--- config.mk ---
export PLATFORM = sky130hd
export DESIGN_NAME = scan_mux
export DESIGN_NICKNAME = d
export VERILOG_FILES = /design/src/rtl/scan_mux_pkg.sv /design/src/rtl/scan_mux_key_edge.sv /design/src/rtl/scan_mux.sv
export SDC_FILE = /design/constraint.sdc
export NUM_CORES = 1
export LEC_CHECK = 0
export CAP_MARGIN = 5
export CORE_ASPECT_RATIO = 1.5
export CORE_MARGIN = 5
export CORE_UTILIZATION = 55
export DETAILED_ROUTE_END_ITERATION = 10
export PLACE_DENSITY_LB_ADDON = 0.1
export SLEW_MARGIN = 20
export SYNTH_ARGS = -nofsm -noshare
export SYNTH_HDL_FRONTEND = slang
export SYNTH_SLANG_ARGS = --single-unit
--- constraint.sdc ---
create_clock -name clk -period 3.1 [get_ports clk]
set_input_delay 0.62 -clock clk [delete_from_list [all_inputs] [get_ports clk]]
set_output_delay 0.62 -clock clk [all_outputs]
set_load 0.02 [all_outputs]
--- src/rtl/scan_mux_pkg.sv ---
// Shared types and constants for the scan multiplexer.
// Latency: n/a (no logic).
// Backpressure: n/a.
package scan_mux_pkg;

    typedef enum logic {
        MANUAL = 1'b0,
        AUTO   = 1'b1
    } scan_state_t;

    // Ceiling log2 of n (0 for n <= 1); constant-evaluable.
    function automatic int clog2(input int n);
        int w;
        w = 0;
        for (int i = 0; i < 31; i++) begin
            if ((1 << i) < n) begin
                w = i + 1;
            end
        end
        return w;
    endfunction

    // Index width for an n-entry range; never narrower than one bit.
    function automatic int sel_width(input int n);
        int w;
        w = clog2(n);
        return (w < 1) ? 1 : w;
    endfunction

endpackage

--- src/rtl/scan_mux_key_edge.sv ---
// Push-button front end: two-flop synchroniser plus falling-edge press pulse.
// Latency: pin fall to press pulse = 2 cycles; pulse is combinational from the flops, 1 cycle wide.
// Backpressure: none; the key is sampled every cycle and a held key yields one pulse.
//
// Ports:
//   clk    - clock
//   rst    - synchronous active-high reset
//   key_n  - raw active-low key pin, asynchronous to clk
//   press  - one-cycle pulse per synchronised falling edge
module key_edge (
    input  logic clk,
    input  logic rst,
    input  logic key_n,
    output logic press
);

    logic sync1;
    logic sync2;
    logic prev;
    // fill1/fill2 mark that sync2 holds a real pin sample rather than the
    // reset value; armed is only set once a genuine "released" level is seen,
    // so a key held down across reset cannot look like a fresh press.
    logic fill1;
    logic fill2;
    logic armed;

    always_ff @(posedge clk) begin
        if (rst) begin
            sync1 <= 1'b1;
            sync2 <= 1'b1;
            prev  <= 1'b1;
            fill1 <= 1'b0;
            fill2 <= 1'b0;
            armed <= 1'b0;
        end else begin
            sync1 <= key_n;
            sync2 <= sync1;
            prev  <= sync2;
            fill1 <= 1'b1;
            fill2 <= fill1;
            armed <= armed | (fill2 & sync2);
        end
    end

    assign press = armed & prev & ~sync2;

endmodule

--- src/rtl/scan_mux.sv ---
// Channel multiplexer with manual key stepping, timed auto-scan and direct load.
// Latency: sel to f and din to f = 1 cycle; key pin fall to sel = 3 cycles, to f = 4 cycles.
// Backpressure: none; every input is sampled each cycle, outputs are always valid.
//
// Ports:
//   clk, rst    - clock, synchronous active-high reset
//   din         - CHANNELS packed channels, channel i at [i*WIDTH +: WIDTH]
//   key_next_n  - active-low async key, steps the selection in MANUAL
//   key_mode_n  - active-low async key, toggles MANUAL/AUTO
//   load/sel_in - synchronous direct selection load (ignored if out of range)
//   f           - registered data of the selected channel
//   sel/disp    - current channel index, and the same zero-extended to 4 bits
//   auto_on     - high while auto-scanning
module scan_mux
    import scan_mux_pkg::*;
#(
    parameter  int WIDTH    = 4,
    parameter  int CHANNELS = 4,
    parameter  int SCAN_DIV = 50_000_000,
    localparam int SELW     = sel_width(CHANNELS)
) (
    input  logic                      clk,
    input  logic                      rst,
    input  logic [CHANNELS*WIDTH-1:0] din,
    input  logic                      key_next_n,
    input  logic                      key_mode_n,
    input  logic                      load,
    input  logic [SELW-1:0]           sel_in,
    output logic [WIDTH-1:0]          f,
    output logic [SELW-1:0]           sel,
    output logic [3:0]                disp,
    output logic                      auto_on
);

    localparam int              PW         = sel_width(SCAN_DIV);
    localparam logic [SELW:0]   CH_LIM     = (SELW+1)'(CHANNELS);
    localparam logic [SELW-1:0] SEL_LAST   = SELW'(CHANNELS - 1);
    localparam logic [PW-1:0]   PRESC_LAST = PW'(SCAN_DIV - 1);

    logic next_press;
    logic mode_press;

    key_edge u_key_next (
        .clk   (clk),
        .rst   (rst),
        .key_n (key_next_n),
        .press (next_press)
    );

    key_edge u_key_mode (
        .clk   (clk),
        .rst   (rst),
        .key_n (key_mode_n),
        .press (mode_press)
    );

    scan_state_t     state;
    scan_state_t     state_d;
    logic [SELW-1:0] sel_q;
    logic [SELW-1:0] sel_d;
    logic [SELW-1:0] sel_inc;
    logic [PW-1:0]   presc;
    logic [PW-1:0]   presc_d;
    logic            load_ok;

    // Out-of-range loads are dropped entirely, so they also leave the
    // lower-priority mode/advance logic free to act in that cycle.
    assign load_ok = load && ({1'b0, sel_in} < CH_LIM);

    // Compare with >= so a non-power-of-two channel count still wraps cleanly.
    assign sel_inc = (sel_q >= SEL_LAST) ? '0 : sel_q + 1'b1;

    always_ff @(posedge clk) begin
        if (rst) begin
            state <= MANUAL;
            sel_q <= '0;
            presc <= '0;
            f     <= '0;
        end else begin
            state <= state_d;
            sel_q <= sel_d;
            presc <= presc_d;
            f     <= din[int'(sel_q)*WIDTH +: WIDTH];
        end
    end

    // Priority: valid load, then mode toggle, then the per-state advance.
    always_comb begin
        state_d = state;
        sel_d   = sel_q;
        presc_d = presc;
        if (load_ok) begin
            sel_d   = sel_in;
            presc_d = '0;
        end else if (mode_press) begin
            state_d = (state == AUTO) ? MANUAL : AUTO;
            presc_d = '0;
        end else begin
            case (state)
                MANUAL: begin
                    presc_d = '0;
                    if (next_press) begin
                        sel_d = sel_inc;
                    end
                end
                AUTO: begin
                    if (presc >= PRESC_LAST) begin
                        presc_d = '0;
                        sel_d   = sel_inc;
                    end else begin
                        presc_d = presc + 1'b1;
                    end
                end
                default: begin
                    state_d = MANUAL;
                    presc_d = '0;
                end
            endcase
        end
    end

    assign sel     = sel_q;
    assign disp    = 4'(sel_q);
    assign auto_on = (state == AUTO);

endmodule

==> impl_metrics.yaml, run 1 <==
worst_setup_path:
  path_class: "primary input to register"
  cp.required_ps: 3310
  worst_setup_path_end_kind: "register"
  worstPathMaxFanout: 26
  cp-start-kind: "primary input"
  critical_path_arrival_ps: 2400
final_layout:
  diodes: 0
  multi_input_area_um2: 960
  fillCellCount: 286
  drive_gt1_share_pct: 11.6
  seq_area_um2: 861
  nets: 248
  final_cell_mix: "dfxtp_1 (43), nor2_1 (32), clkdlybuf4s50_1 (31), xor2_1 (18), nand3_1 (10)"
  area_growth_pct: 20.5
  final_common_cell: "dfxtp_1"
placement:
  place.gp.congestion: 0.761
  dpl.hpwl_um: 2890
  numPortBuffers: 31
worst_hold_path:
  hold_class: "register to register"
sta:
  rsz0062_at_grt: "false"
  fmax_mhz: 456
  finalSetupTns_ps: 0
  fin_worst_skew_ps: 11.8
  worst_slew_pin_slew_ps: 720
  slew_viol_final: 0
  hold_viol: 0
  relSlewSlack_pct: 52.0
  finalCriticalPeriod_ps: 2190
  finalSetupViolations: 0
  finalCritPeriodShare_pct: 70.8
floorplan:
  row_count: 26
  core_um2: 3380
  initial_utilization_pct: 56.0
  fp.dieH_um: 81.9
  dieArea_um2: 4740
  ios: 34
  fp.dieW_um: 57.9
power:
  p_int_w: 0.000781
  clkPwrFrac_pct: 33.5
  p_switching_w: 0.000222
  p_leak_nw: 0.793
  p_total_w: 0.00100
  power.density_nw_per_um2: 439
  irDropWorstVdd_mv: 0.362
  combPwrFrac_pct: 9.1
  seqPwrFrac_pct: 57.4
  sw_frac_of_total_pct: 22.1
grt:
  grt_pass1_vias: 1544
  grt_max_degree: 27
  grt_pass1_wl_um: 6700
  grtUsageTotal_pct: 17.8
  grt_antenna_before_repair: 0
  overflow: 0
route:
  via_per_inst: 5.42
  vias: 1443
  drtIter0Drc: 24
  wl_um: 3710
  antenna_left: 0
  drc_errors: 0
  post_drt_wl_per_cell_um: 14.0
  first_pass_iters: 4
synth:
  synth-seq-cells: 43
  synth_top_area_share_pct: 45.4
  synth_edf_count: 0
  syn_area_per_cell_um2: 9.82
  yosysWarnings: 0
  synth_cell_types: 39
  postSynth.asyncResetShare_pct: 0
  synth-main-ff-cell: "dfxtp_1"
  synth_area_um2: 1900
  syn_inst: 193
  netlist_top_cells_area: "dfxtp_1 (45%), xor2_1 (8.3%), nor2_1 (6.3%)"
  synth_area_leader_cell: "dfxtp_1"
  ys_seq_area_share_pct: 45.4
clock_network:
  cts-resized-gates: 0
  cts_setup_buffers: 0
  hold_buffers: 0
  numCtsBuffers: 5
  cts_tree: "done"
  clock_latency_ps: 290
  clock-sinks: 43
  cts_buffer_depth: 2
  path_clk_slew_ps: 80
  root_buffer: "clkbuf_8"
  ctsHtreeMaxLevel: 2
run_status:
  outcome: "finished clean"
flow_run:
  drv_cap: 0
[flip-flops by register name, indices dropped and copies added (netlist names)]
register,flops
u_key_next.sync2,1
u_key_next.fill2,1
u_key_next.fill1,1
u_key_next.sync1,1
u_key_mode.sync2,1
u_key_next.armed,1
u_key_mode.prev,1
f,4
auto_on,1
presc,26
u_key_next.prev,1
u_key_mode.armed,1
u_key_mode.sync1,1
sel,2
[metrics by stage]
stage	setup WS (ps)	area [µm²]	std cells	util, %	hold slack, ps
CTS	908	2280	266	67.5	416
global placement	792	2200	258	65.0	398
detailed placement	648	2200	258	65.0	397
finish	906	2280	266	67.5	413
floorplan	1420	1900	194	-	389
global route	689	2280	266	67.5	444
[cell families after synthesis]
| family | share of synthesized area (%) |
|---|---|
| AO/OA/AOI/OAI | 8.38 |
| XOR/XNOR | 10.6 |
| adder cells (fa/ha/maj) | 1.32 |
| buffers and inverters | 4.16 |
| flip-flops | 45.4 |
| multiplexers | 4.75 |
| other | 0.198 |
| AND/OR/NAND/NOR | 25.2 |
[synthesized netlist by cell type, types with 2 or more instances]
master     n
nor4_4     2
a21oi_1    5
or2_2      6
and2_1     4
a211oi_1   3
mux4_2     4
xor2_1    18
inv_1      4
a41oi_1    2
or3_1      3
o21ai_0    5
and3_1     5
nor2_1    32
nand3_1   10
buf_4      4
clkbuf_1   3
xnor2_1    5
dfxtp_1   43
buf_6      2
nand4_1    6
ha_1       2
nand2_1    8
[metal layers]
layer | up-vias | wire length, µm | GRT usage (%)
li1 | 721 | - | -
met1 | 693 | 1450 | 19.1
met2 | 21 | 2090 | 33.4
met3 | 8 | 96 | 3.62
met4 | 0 | 76 | 6.96
met5 | - | 0 | 0
[final timing paths]
path,slack (ps),cells after the start,endpoint,from
setup / recovery,910,4,presc[3],load
hold / removal,410,1,u_key_mode.sync2,u_key_mode.sync1
setup reg to reg,920,6,presc[3],presc[0]
hold reg to reg,410,1,u_key_mode.sync2,u_key_mode.sync1
[power groups by stage]
stage,Clock [W],Combinational (W),Sequential [W]
finish,0.000336,0.0000909,0.000575
global route,0.000369,0.0000983,0.000578
CTS,0.000349,0.0000920,0.000576
detailed placement,0,0.0000916,0.000589
global placement,0,0.0000897,0.000588
floorplan,0,0.0000399,0.000593
[critical path: stages]
cell and delay [ps]:
clkdlybuf4s50_1 500, a211oi_1 530, o2111ai_4 510, nor2_1 240
[area by class of cell]
type | instances | share of cell area [%]
timing repair buffer | 31 | 13.6
tap | 42 | 2.30
multi-input combinational | 138 | 42.0
clock buffer | 6 | 3.18
sequential | 43 | 37.7
inverter | 4 | 0.658
clock inverter | 2 | 0.548
Note: power is estimated with default switching activity, not from simulation.
==> run 2, diff against run 1 <==
--- a/config.mk
+++ b/config.mk
@@ -8,7 +8,7 @@
 export CAP_MARGIN = 5
 export CORE_ASPECT_RATIO = 1.5
 export CORE_MARGIN = 5
-export CORE_UTILIZATION = 55
+export CORE_UTILIZATION = 51
 export DETAILED_ROUTE_END_ITERATION = 10
 export PLACE_DENSITY_LB_ADDON = 0.1
 export SLEW_MARGIN = 20
==> constraint.sdc (replaced) <==
create_clock -name clk -period 2.15 [get_ports clk]
set_input_delay 0.43 -clock clk [delete_from_list [all_inputs] [get_ports clk]]
set_output_delay 0.43 -clock clk [all_outputs]
set_load 0.02 [all_outputs]
==> run 2 against run 1 <==
Net effect:
- cell count is 1.1% higher
- first-iteration DRC count grew to 2.8 times the previous value
- register-to-register slack worse by 630 ps
- power is 60% higher
- die area is 6.7% higher
- non-clock buffer count is 2 higher
- clock skew is 2.2 ps lower
- sequential cell count stayed put
- clock power is 89% higher
- sequential power is 44% higher
- critical path type is now register to output pin
- highest routed layer unchanged
==> impl_metrics.yaml, run 2 (synthesis gave the netlist of run 1 again) <==
floorplan:
  row_count: 27
  ios: 34
  dieArea_um2: 5060
  fp.dieW_um: 59.8
  initial_utilization_pct: 52.0
  fp.dieH_um: 84.7
  core_um2: 3650
clock_network:
  clock-sinks: 43
  cts_setup_buffers: 0
  root_buffer: "clkbuf_8"
  cts_tree: "done"
  cts_buffer_depth: 2
  clock_latency_ps: 290
  path_clk_slew_ps: 80
  numCtsBuffers: 5
  hold_buffers: 0
  ctsHtreeMaxLevel: 2
  cts-resized-gates: 0
worst_setup_path:
  cp.required_ps: 1720
  crit_start: "sel[0]"
  cp.depth: 1
  ff2ff_setup_slack_ps: 290
  max_stage_delay_ps: 700
  path_class: "register to output pin"
  critical_path_arrival_ps: 1560
  cp_num_buf_inv: 1
  reg2reg_depth: 7
  worst_setup_path_end_kind: "output pin"
  path_cells: "clkdlybuf4s50_1"
  r2r-end: "presc[16]"
  crit_family: "buffers and inverters"
  worstSetupEndpoint: "sel[0]"
  cp-start-kind: "register"
  critPathSlowestCell: "clkdlybuf4s50_1"
  reg2reg_from: "presc[0]"
  worstPathMaxFanout: 9
route:
  antenna_left: 0
  vias: 1442
  post_drt_wl_per_cell_um: 13.7
  first_pass_iters: 4
  drtIter0Drc: 67
  wl_um: 3670
  drc_errors: 0
  via_per_inst: 5.36
final_layout:
  largest_register_ffs: 26
  nets: 250
  fillCellCount: 317
  area_growth_pct: 23.7
  final_common_cell: "dfxtp_1"
  drive_gt1_share_pct: 12.8
  top_register: "presc"
  multi_input_area_um2: 960
  seq_area_um2: 861
  final_cell_mix: "dfxtp_1 (43), nor2_1 (32), clkdlybuf4s50_1 (31), xor2_1 (18), nand3_1 (10)"
  instances_no_fill: 269
  diodes: 0
  fin_util_pct: 64.3
sta:
  finalSetupViolations: 0
  relSlewSlack_pct: 66.6
  worst_slew_pin_slew_ps: 498
  finalCritPeriodShare_pct: 92.4
  finalSetupTns_ps: 0
  hold_viol: 0
  fmax_mhz: 503
  fin_worst_skew_ps: 9.61
  finalCriticalPeriod_ps: 1990
  rsz0062_at_grt: "false"
  slew_viol_final: 0
run_status:
  outcome: "finished clean"
power:
  p_leak_nw: 0.828
  power.density_nw_per_um2: 682
  irDropWorstVdd_mv: 0.586
  p_total_w: 0.00160
placement:
  dpl.hpwl_um: 2790
  numPortBuffers: 31
  dpl.cell_count: 261
  place.gp.congestion: 0.827
grt:
  grt_max_degree: 27
  grt_pass1_vias: 1581
  overflow: 0
  grt_antenna_before_repair: 0
  grt_pass1_wl_um: 6540
  grtUsageTotal_pct: 16.5
flow_run:
  drv_cap: 0
worst_hold_path:
  hold_class: "register to register"
-- run 2: cell types whose count changed in the layout (fill, tap and decap cells not counted) --
cell	previous run	this run
buf_12	0	1
clkbuf_8	5	6
clkbuf_1	1	0
bufinv_16	0	1
clkinvlp_4	1	0
buf_4	0	1
-- run 2: through the flow --
stage,worst slack (ps),instance area [µm²],hold slack (ps)
after global placement,210,2230,402
after detailed placement,126,2230,406
after CTS,148,2340,425
final,163,2340,420
after floorplan,469,1900,389
after global routing,69.5,2340,454
-- run 2: final cells by class --
type,count,area share (%)
multi-input combinational,138,40.9
tap,43,2.29
clock inverter,2,1.49
clock buffer,6,3.52
sequential,43,36.7
inverter,4,0.640
timing repair buffer,33,14.4
-- run 2: where the power goes --
part / switching, W / internal (W) / leakage, nW
Sequential: 0.0000142 / 0.000815 / 0.350
Clock: 0.000261 / 0.000376 / 0.0612
Combinational: 0.0000488 / 0.0000855 / 0.417
Total: 0.000324 / 0.00128 / 0.828
-- run 2: routing by layer --
layer | routed length, µm | global-route usage [%]
met5 | 0 | 0
met4 | 100 | 10.9
met3 | 152 | 4.00
met2 | 2010 | 27.8
met1 | 1410 | 17.4
-- run 2: how the worst min path moves through the flow --
stage                                start          endpoint  slack [ps]  cells past startpoint
after detailed placement  u_key_mode.sync1  u_key_mode.sync2         410                      1
after floorplan           u_key_mode.sync1  u_key_mode.sync2         390                      1
final                     u_key_mode.sync1  u_key_mode.sync2         420                      1
after global placement    u_key_next.sync1  u_key_next.sync2         400                      1
after CTS                 u_key_mode.sync1  u_key_mode.sync2         420                      1
after global routing      u_key_next.sync1  u_key_next.sync2         450                      1
-- run 2: worst reg2reg max path, delay by kind of cell (launching register included) --
family / cells / cell delay [ps]
buffers and inverters: 1 / 200
DFF: 1 / 400
adders and majority gates: 1 / 230
AOI/OAI and AO/OA: 3 / 680
and+or+nand+nor: 2 / 250
==> run 3, diff against run 2 <==
--- a/config.mk
+++ b/config.mk
@@ -10,6 +10,7 @@
 export CORE_MARGIN = 5
 export CORE_UTILIZATION = 51
 export DETAILED_ROUTE_END_ITERATION = 10
+export GPL_TIMING_DRIVEN = 0
 export PLACE_DENSITY_LB_ADDON = 0.1
 export SLEW_MARGIN = 20
 export SYNTH_ARGS = -nofsm -noshare
==> run 3 against run 2 <==
Net effect:
- worst setup slack got worse by 9.4 ps
- utilization is 0.86 points higher
- power decreased by 0.26%
- non-clock buffer count is 7 higher
- sequential cell count unchanged
- clock skew grew 1.6 ps
- sequential power about the same
- cell area rose by 1.3%
- die area unchanged
- critical path type unchanged
- critical endpoint is now sel[1]
==> impl_metrics.yaml, run 3 (synthesis gave the netlist of run 1 again) <==
grt:
  grt_max_degree: 15
  overflow: 0
  grt_pass1_vias: 1552
  grt_antenna_before_repair: 0
  grtUsageTotal_pct: 16.6
  grt_pass1_wl_um: 6470
worst_setup_path:
  path_class: "register to output pin"
  cp.required_ps: 1720
  cp-start-kind: "register"
  worst_setup_path_end_kind: "output pin"
  critical_path_arrival_ps: 1570
  worstPathMaxFanout: 8
power:
  irDropWorstVdd_mv: 0.683
  p_leak_nw: 0.846
  power.density_nw_per_um2: 672
sta:
  hold_viol: 0
  finalCritPeriodShare_pct: 92.8
  slew_viol_final: 0
  rsz0062_at_grt: "false"
  fmax_mhz: 501
  finalCriticalPeriod_ps: 2000
  worst_slew_pin_slew_ps: 507
  relSlewSlack_pct: 66.0
  fin_worst_skew_ps: 11.2
  finalSetupTns_ps: 0
  finalSetupViolations: 0
  setup_slack_ps: 154
route:
  post_drt_wl_per_cell_um: 13.6
  drc_errors: 0
  via_per_inst: 5.31
  wl_um: 3770
  vias: 1465
  first_pass_iters: 4
  antenna_left: 0
  drtIter0Drc: 43
final_layout:
  largest_register_ffs: 26
  diodes: 0
  drive_gt1_share_pct: 14.2
  top_register: "presc"
  nets: 257
  final_cell_mix: "dfxtp_1 (43), nor2_1 (32), clkdlybuf4s50_1 (31), xor2_1 (18), nand3_1 (10)"
  area_growth_pct: 25.3
  fillCellCount: 319
  final_common_cell: "dfxtp_1"
clock_network:
  cts_setup_buffers: 0
  root_buffer: "clkbuf_8"
  cts_buffer_depth: 2
  hold_buffers: 0
  ctsHtreeMaxLevel: 2
  clock-sinks: 43
  numCtsBuffers: 5
  clock_latency_ps: 300
  path_clk_slew_ps: 90
  cts_tree: "done"
  cts-resized-gates: 0
flow_run:
  drv_cap: 0
floorplan:
  ios: 34
  row_count: 27
  fp.dieW_um: 59.8
  core_um2: 3650
  dieArea_um2: 5060
  fp.dieH_um: 84.7
  initial_utilization_pct: 52.0
worst_hold_path:
  hold_class: "register to register"
placement:
  numPortBuffers: 31
  dpl_worst_slack_ps: 17.3
  place.gp.congestion: 0.844
  dpl.hpwl_um: 2920
run_status:
  outcome: "finished clean"
==> run 3: per-stage QoR <==
stage	total power (W)	hold slack (ps)	cell area, µm²	util (%)	cells
after detailed placement	0.000989	403	2260	62.0	268
after global placement	0.000986	400	2260	62.0	268
final	0.00160	421	2380	65.1	276
after floorplan	0.000913	389	1900	-	194
after CTS	0.00161	424	2380	65.1	276
after global routing	0.00166	451	2380	65.1	276
==> run 3: worst paths after layout <==
kind / start / to / slack [ps] / depth (start not counted)
worst max register to register: presc[0] / presc[8] / 230 / 7
worst min register to register: u_key_mode.sync1 / u_key_mode.sync2 / 420 / 1
worst min-delay path: u_key_mode.sync1 / u_key_mode.sync2 / 420 / 1
worst max-delay path: sel[1] / sel[1] / 150 / 2
==> run 3: per-layer routing <==
metal  part of all wire (%)  global-route usage, %  up-vias  routed length (µm)
li1                       -                      -      739                   -
met2                     54                   29.6       35                2050
met5                      0                      0        -                   0
met3                    4.4                   6.00        7                 167
met4                    2.3                   7.86        0                  86
met1                     39                   16.2      684                1460
==> run 3: final cells by class <==
class	instances	area (µm²)	area share [%]
multi-input cells	138	960	40.4
flip-flops and latches	43	861	36.2
repair buffers	31	310	13.1
clock buffers	5	68.8	2.90
plain buffers	9	63.8	2.69
well taps	43	53.8	2.26
clock inverters	3	43.8	1.84
inverters	4	15.0	0.632
==> run 3: critical path, cell delays in order (launching register included) <==
cell,delay (ps)
dfxtp_1,510
buf_4,170
clkdlybuf4s50_1,590
==> run 3: power breakdown <==
part | switching [W] | leakage (nW) | internal, W
Clock | 0.000280 | 0.0581 | 0.000346
Sequential | 0.0000112 | 0.350 | 0.000815
Combinational | 0.0000529 | 0.438 | 0.0000906
==> RTL change 1: new RTL, settings of run 2 <==
Add an input register stage for `din`, `key_next_n`, `key_mode_n`, `load` and `sel_in`, without a reset; this delays them by one clock. Comments in the files are not updated.
--- a/src/rtl/scan_mux.sv
+++ b/src/rtl/scan_mux.sv
@@ -38,4 +38,18 @@
     localparam logic [PW-1:0]   PRESC_LAST = PW'(SCAN_DIV - 1);
 
+    logic [CHANNELS*WIDTH-1:0] din_q;
+    logic key_next_n_q;
+    logic key_mode_n_q;
+    logic load_q;
+    logic [SELW-1:0] sel_r;
+
+    always_ff @(posedge clk) begin
+        din_q        <= din;
+        key_next_n_q <= key_next_n;
+        key_mode_n_q <= key_mode_n;
+        load_q       <= load;
+        sel_r        <= sel_in;
+    end
+
     logic next_press;
     logic mode_press;
@@ -44,5 +58,5 @@
         .clk   (clk),
         .rst   (rst),
-        .key_n (key_next_n),
+        .key_n (key_next_n_q),
         .press (next_press)
     );
@@ -51,5 +65,5 @@
         .clk   (clk),
         .rst   (rst),
-        .key_n (key_mode_n),
+        .key_n (key_mode_n_q),
         .press (mode_press)
     );
@@ -66,5 +80,5 @@
     // Out-of-range loads are dropped entirely, so they also leave the
     // lower-priority mode/advance logic free to act in that cycle.
-    assign load_ok = load && ({1'b0, sel_in} < CH_LIM);
+    assign load_ok = load_q && ({1'b0, sel_r} < CH_LIM);
 
     // Compare with >= so a non-power-of-two channel count still wraps cleanly.
@@ -81,5 +95,5 @@
             sel_q <= sel_d;
             presc <= presc_d;
-            f     <= din[int'(sel_q)*WIDTH +: WIDTH];
+            f     <= din_q[int'(sel_q)*WIDTH +: WIDTH];
         end
     end
@@ -91,5 +105,5 @@
         presc_d = presc;
         if (load_ok) begin
-            sel_d   = sel_in;
+            sel_d   = sel_r;
             presc_d = '0;
         end else if (mode_press) begin
Check against the original RTL: not equivalent (Yosys sat finds a counterexample within 4 cycles, from zero or initial values and one cycle with rst high).
==> RTL change 1 against run 2 <==
  * Design area increased by 21%
  * Total power increased by 46%
  * Routed wire length increased by 7.7%
  * Clock skew decreased by 5.2 ps
  * Synthesized area increased by 22%
  * Highest routed layer unchanged
  * Largest power group unchanged
  * Sequential cell count increased by 21
  * Setup slack improved by 40 ps
  * Global-route usage decreased by 1.3 points
==> RTL change 1: results (changes against run 2) <==
status=finished clean; Fill cells=371 (+17%); synth unique cells=43 (+10%); Setup WS pre-CTS=238 ps (+112 ps); hold-critical path depth=1 (unchanged); met3 Usage GRT=0.0546 (+0.0146); CTS Buf Count=9 (+4); asr flop ratio synth=0 (unchanged); hold slack=412 ps (-8.10 ps); nets@finish=280 (+12%); Worst-Skew Late Latency=330 ps (+40 ps); RR Endpoint=presc[24]; CP peak stage delay=680 ps (-20 ps); Setup Fix Bufs, Post-CTS=0 (unchanged); post-route clock skew=4.44 ps (-5.16 ps); Worst Path Arrival=1520 ps (-40 ps); first-pass GRT wire length=6880 µm (+5.2%); routed vias/inst=5.20 (-3.0%); top cells by count, synth=dfxtp_1, nor2_1, xnor2_1, nand3_1; Hold Crit Endpoint=u_key_mode.sync1; share of layout cells above drive strength 1=0.146 (+0.0178); H-tree levels=3 (+1); R2R setup slack=340 ps (+50 ps); min-delay worst type=flop to flop; FF-to-FF path depth=6 (-1); Starting DRT DRC Count=73 (+9.0%); post-DR wirelength/cell=12.8 µm (-6.0%); met1 Track Usage GR=0.156 (-0.0184); critical path's top delay family=buffers and inverters; Post-DP HPWL=2880 µm (+3.3%); gr ovfl total=0 (unchanged); port buffer count=31 (unchanged); largest net degree at the start of global routing=26 (-3.7%); hold path start=key_mode_n_q; Synth top area share=0.552 (+0.0982); vias in the first global route=1601 (+1.3%); CP max FO=8 (-1); Reg clk slew, reported paths=about 70 ps; Area contributors post-synth=dfxtp_1, xnor2_1, nor2_1; post_cts resized=0 (unchanged); Seq/Total Area, Yosys=0.552 (+0.0982); GRT Overall Usage=0.152 (-0.0132); deepest clock path buffer count=2 (unchanged); Clock Root Buffer=clkbuf_8; Pre-antenna DRT Iters=4 (unchanged); largest registers=presc: 26 flops, din_q: 16 flops, f: 4 flops; Peak VDD IR=687 µV (+17%); Leakage=0.00101 µW (+21%); Worst setup startpoint=sel[1]; met2 Track Usage GR=0.262 (-0.0154); Placer Congestion=0.775 (-6.3%); Critical R2R Launch=presc[0]; Ys Warns=0 (unchanged); initial antenna violation count=0 (unchanged); Int Pwr=1840 µW (+44%)
[RTL change 1: changes by cell type in the layout (fill, tap and decap cells not counted), sizes merged, moves of 3 or more]
cell    delta
dfxtp     +21
xnor2     +10
xor2      -10
nor3       +8
clkbuf     +4
nor3b      +4
a211oi     -3
[RTL change 1: power groups by stage]
| stage | Clock (µW) | Combinational, µW | Sequential (µW) |
|---|---|---|---|
| after floorplan | 0 | 53.6 | 1270 |
| after global placement | 0 | 127 | 1270 |
| after detailed placement | 0 | 127 | 1270 |
| after CTS | 996 | 128 | 1240 |
| after global routing | 1050 | 136 | 1240 |
| final | 964 | 126 | 1240 |
[RTL change 1: worst max path at each step]
stage	cells past startpoint	endpoint	slack, ps
after detailed placement	4	presc[18]	240
after global placement	4	presc[20]	300
final	1	disp[1]	200
after CTS	1	disp[1]	170
after floorplan	7	sel[0]	520
after global routing	1	disp[1]	70
[RTL change 1: per-layer routing]
| metal | vias to the layer above | share of wire |
|---|---|---|
| met5 | - | 0 |
| met4 | 0 | 0.023 |
| met3 | 8 | 0.061 |
| met2 | 40 | 0.51 |
| met1 | 738 | 0.40 |
| li1 | 816 | - |
[RTL change 1: cell type report]
class	instances	area, µm²	area share
inverter	3	11.3	0.00398
tap	48	60.1	0.0212
timing repair buffer	34	333	0.118
multi-input combinational	143	955	0.338
clock inverter	6	60.1	0.0212
sequential	64	1280	0.453
clock buffer	10	128	0.0451
[RTL change 1: cells by family after synthesis]
group / after synthesis / share of synthesized area
buf+inv: 13 / 0.0378
compound gates: 17 / 0.0502
other cells: 1 / 0.00162
fa+ha+maj: 2 / 0.0108
xor+xnor: 23 / 0.0868
mux: 4 / 0.0388
simple gates: 95 / 0.222
flops: 64 / 0.552
[RTL change 1: metrics by stage]
step | std cells | area, µm² | util
final | 308 | 2830 | 0.633
after global routing | 308 | 2830 | 0.633
after CTS | 308 | 2830 | 0.633
after detailed placement | 292 | 2640 | 0.591
after global placement | 292 | 2640 | 0.591
after floorplan | 220 | 2320 | -
==> RTL change 2: new RTL, settings of run 2 <==
Without the edit above. `SCAN_DIV`: 50_000_000 -> 100_000_000.
--- a/src/rtl/scan_mux.sv
+++ b/src/rtl/scan_mux.sv
@@ -17,5 +17,5 @@
     parameter  int WIDTH    = 4,
     parameter  int CHANNELS = 4,
-    parameter  int SCAN_DIV = 50_000_000,
+    parameter  int SCAN_DIV = 100_000_000,
     localparam int SELW     = sel_width(CHANNELS)
 ) (
Function: same outputs for any inputs over 10 cycles, from zero or initial values and one cycle with rst high; that may be too few to reach the edited logic, so the function may still have changed.
==> RTL change 2 against run 2 <==
  * Hold slack worse by 5.2 ps
  * Combinational power up 14%
  * Routed wire length down 0.90%
  * Sequential share of layout area down 0.74 points
  * Design area up 4.4%
  * Register-to-register slack worse by 100 ps
  * Critical path depth unchanged
  * Synthesized area up 8.6%
  * Largest cell class unchanged
  * Critical path type unchanged
  * Setup slack worse by 7.7 ps
  * Total power down 7.5%
  * Cell count up 9.3%
  * Sequential cell count up 1
  * Clock power down 25%
  * Non-clock buffer count up 1
==> RTL change 2: results (changes against run 2) <==
Fill cells=350 (+10%); CP max FO=10 (+1); Seq/Total Area, Yosys=0.428 (-0.0264); Starting DRT DRC Count=51 (-24%); post-route clock skew=7.55 ps (-2.06 ps); Area contributors post-synth=dfxtp_1, xnor2_1, nor2_1; # rows=28 (+3.7%); Peak VDD IR=603 µV (+2.9%); top cells by count, synth=dfxtp_1, nor2_1, xnor2_1, inv_1, nor3_1; Placed Instances=287 (+10%); status=finished clean; routed vias/inst=5.22 (-2.5%); Sw Pwr=326 µW (+0.68%); Leakage=0.000766 µW (-7.5%); via count of the routed design=1536 (+6.5%); Post-DP HPWL=2700 µm (-3.3%); Worst Path Arrival=1560 ps (about the same); post-DR wirelength/cell=12.4 µm (-9.3%); first-pass GRT wire length=6350 µm (-2.9%); GRT Overall Usage=0.154 (-0.0105); largest net degree at the start of global routing=28 (+3.7%); nets@finish=274 (+9.6%); placed cell areas=2360 µm² (+6.2%); synth unique cells=45 (+15%); Synth Area per Inst=9.45 µm² (-3.8%); share of layout cells above drive strength 1=0.124 (-0.00382); Placer Congestion=0.769 (-7.0%); Least-Margin Pin Slew=494 ps (-4.11 ps); Largest register FFs=27 (+3.8%)
RTL change 2: cell count changes in the layout (fill, tap and decap cells not counted), moves of 3 or more:
| cell | before | now |
|---|---|---|
| xnor2_1 | 5 | 22 |
| xor2_1 | 18 | 2 |
| nor3_1 | 0 | 9 |
| inv_1 | 4 | 9 |
| nor2_1 | 32 | 37 |
| and3_1 | 5 | 1 |
| nand3_1 | 10 | 7 |
| o21ai_0 | 5 | 2 |
RTL change 2: final cells by class:
cell class,instances,area [µm²],share of cell area
well taps,45,56.3,0.0230
clock inverters,1,5.00,0.00204
multi-input cells,154,1060,0.434
inverters,10,37.5,0.0153
flip-flops and latches,44,881,0.360
clock buffers,6,72.6,0.0296
repair buffers,34,333,0.136
RTL change 2: routing by layer:
| metal | up-vias | GRT usage | part of all wire |
|---|---|---|---|
| met4 | 0 | 0.0695 | 0.020 |
| li1 | 797 | - | - |
| met5 | - | 0 | 0 |
| met2 | 29 | 0.272 | 0.53 |
| met1 | 703 | 0.170 | 0.41 |
| met3 | 7 | 0.0339 | 0.043 |
RTL change 2: cells by family after synthesis:
kind of cell	after synthesis	synth area share
AOI/OAI and AO/OA	16	0.0638
xor gates and xnor gates	24	0.102
adders and majority gates	2	0.0121
buffers and inverters	21	0.0607
DFF	44	0.428
muxes	4	0.0437
other	1	0.00182
and+or+nand+nor	106	0.288
RTL change 2: path summary, 6_finish.rpt:
path / from / to / slack [ps] / cells past startpoint
min reg2reg: u_key_mode.sync1 / u_key_mode.sync2 / 410 / 1
max: sel[0] / disp[0] / 160 / 1
min: u_key_mode.sync1 / u_key_mode.sync2 / 410 / 1
max reg2reg: presc[0] / presc[22] / 190 / 6
RTL change 2: what timing repair did:
action                     4_1_cts  5_1_grt
setup endpoints to repair        0       27
resized for setup                0        1
buffers inserted                 0        0
RTL change 2: through the flow:
stage                util  hold slack (ps)
detailed placement  0.603              398
global route        0.624              429
finish              0.624              415
floorplan               -              389
global placement    0.603              391
CTS                 0.622              416
RTL change 2: power groups by stage:
stage                     clock network [µW]  registers, µW  logic, µW
after floorplan                            0            880       71.7
after global placement                     0            872        154
after detailed placement                   0            872        155
after CTS                                494            853        155
after global routing                     535            857        165
final                                    474            853        153
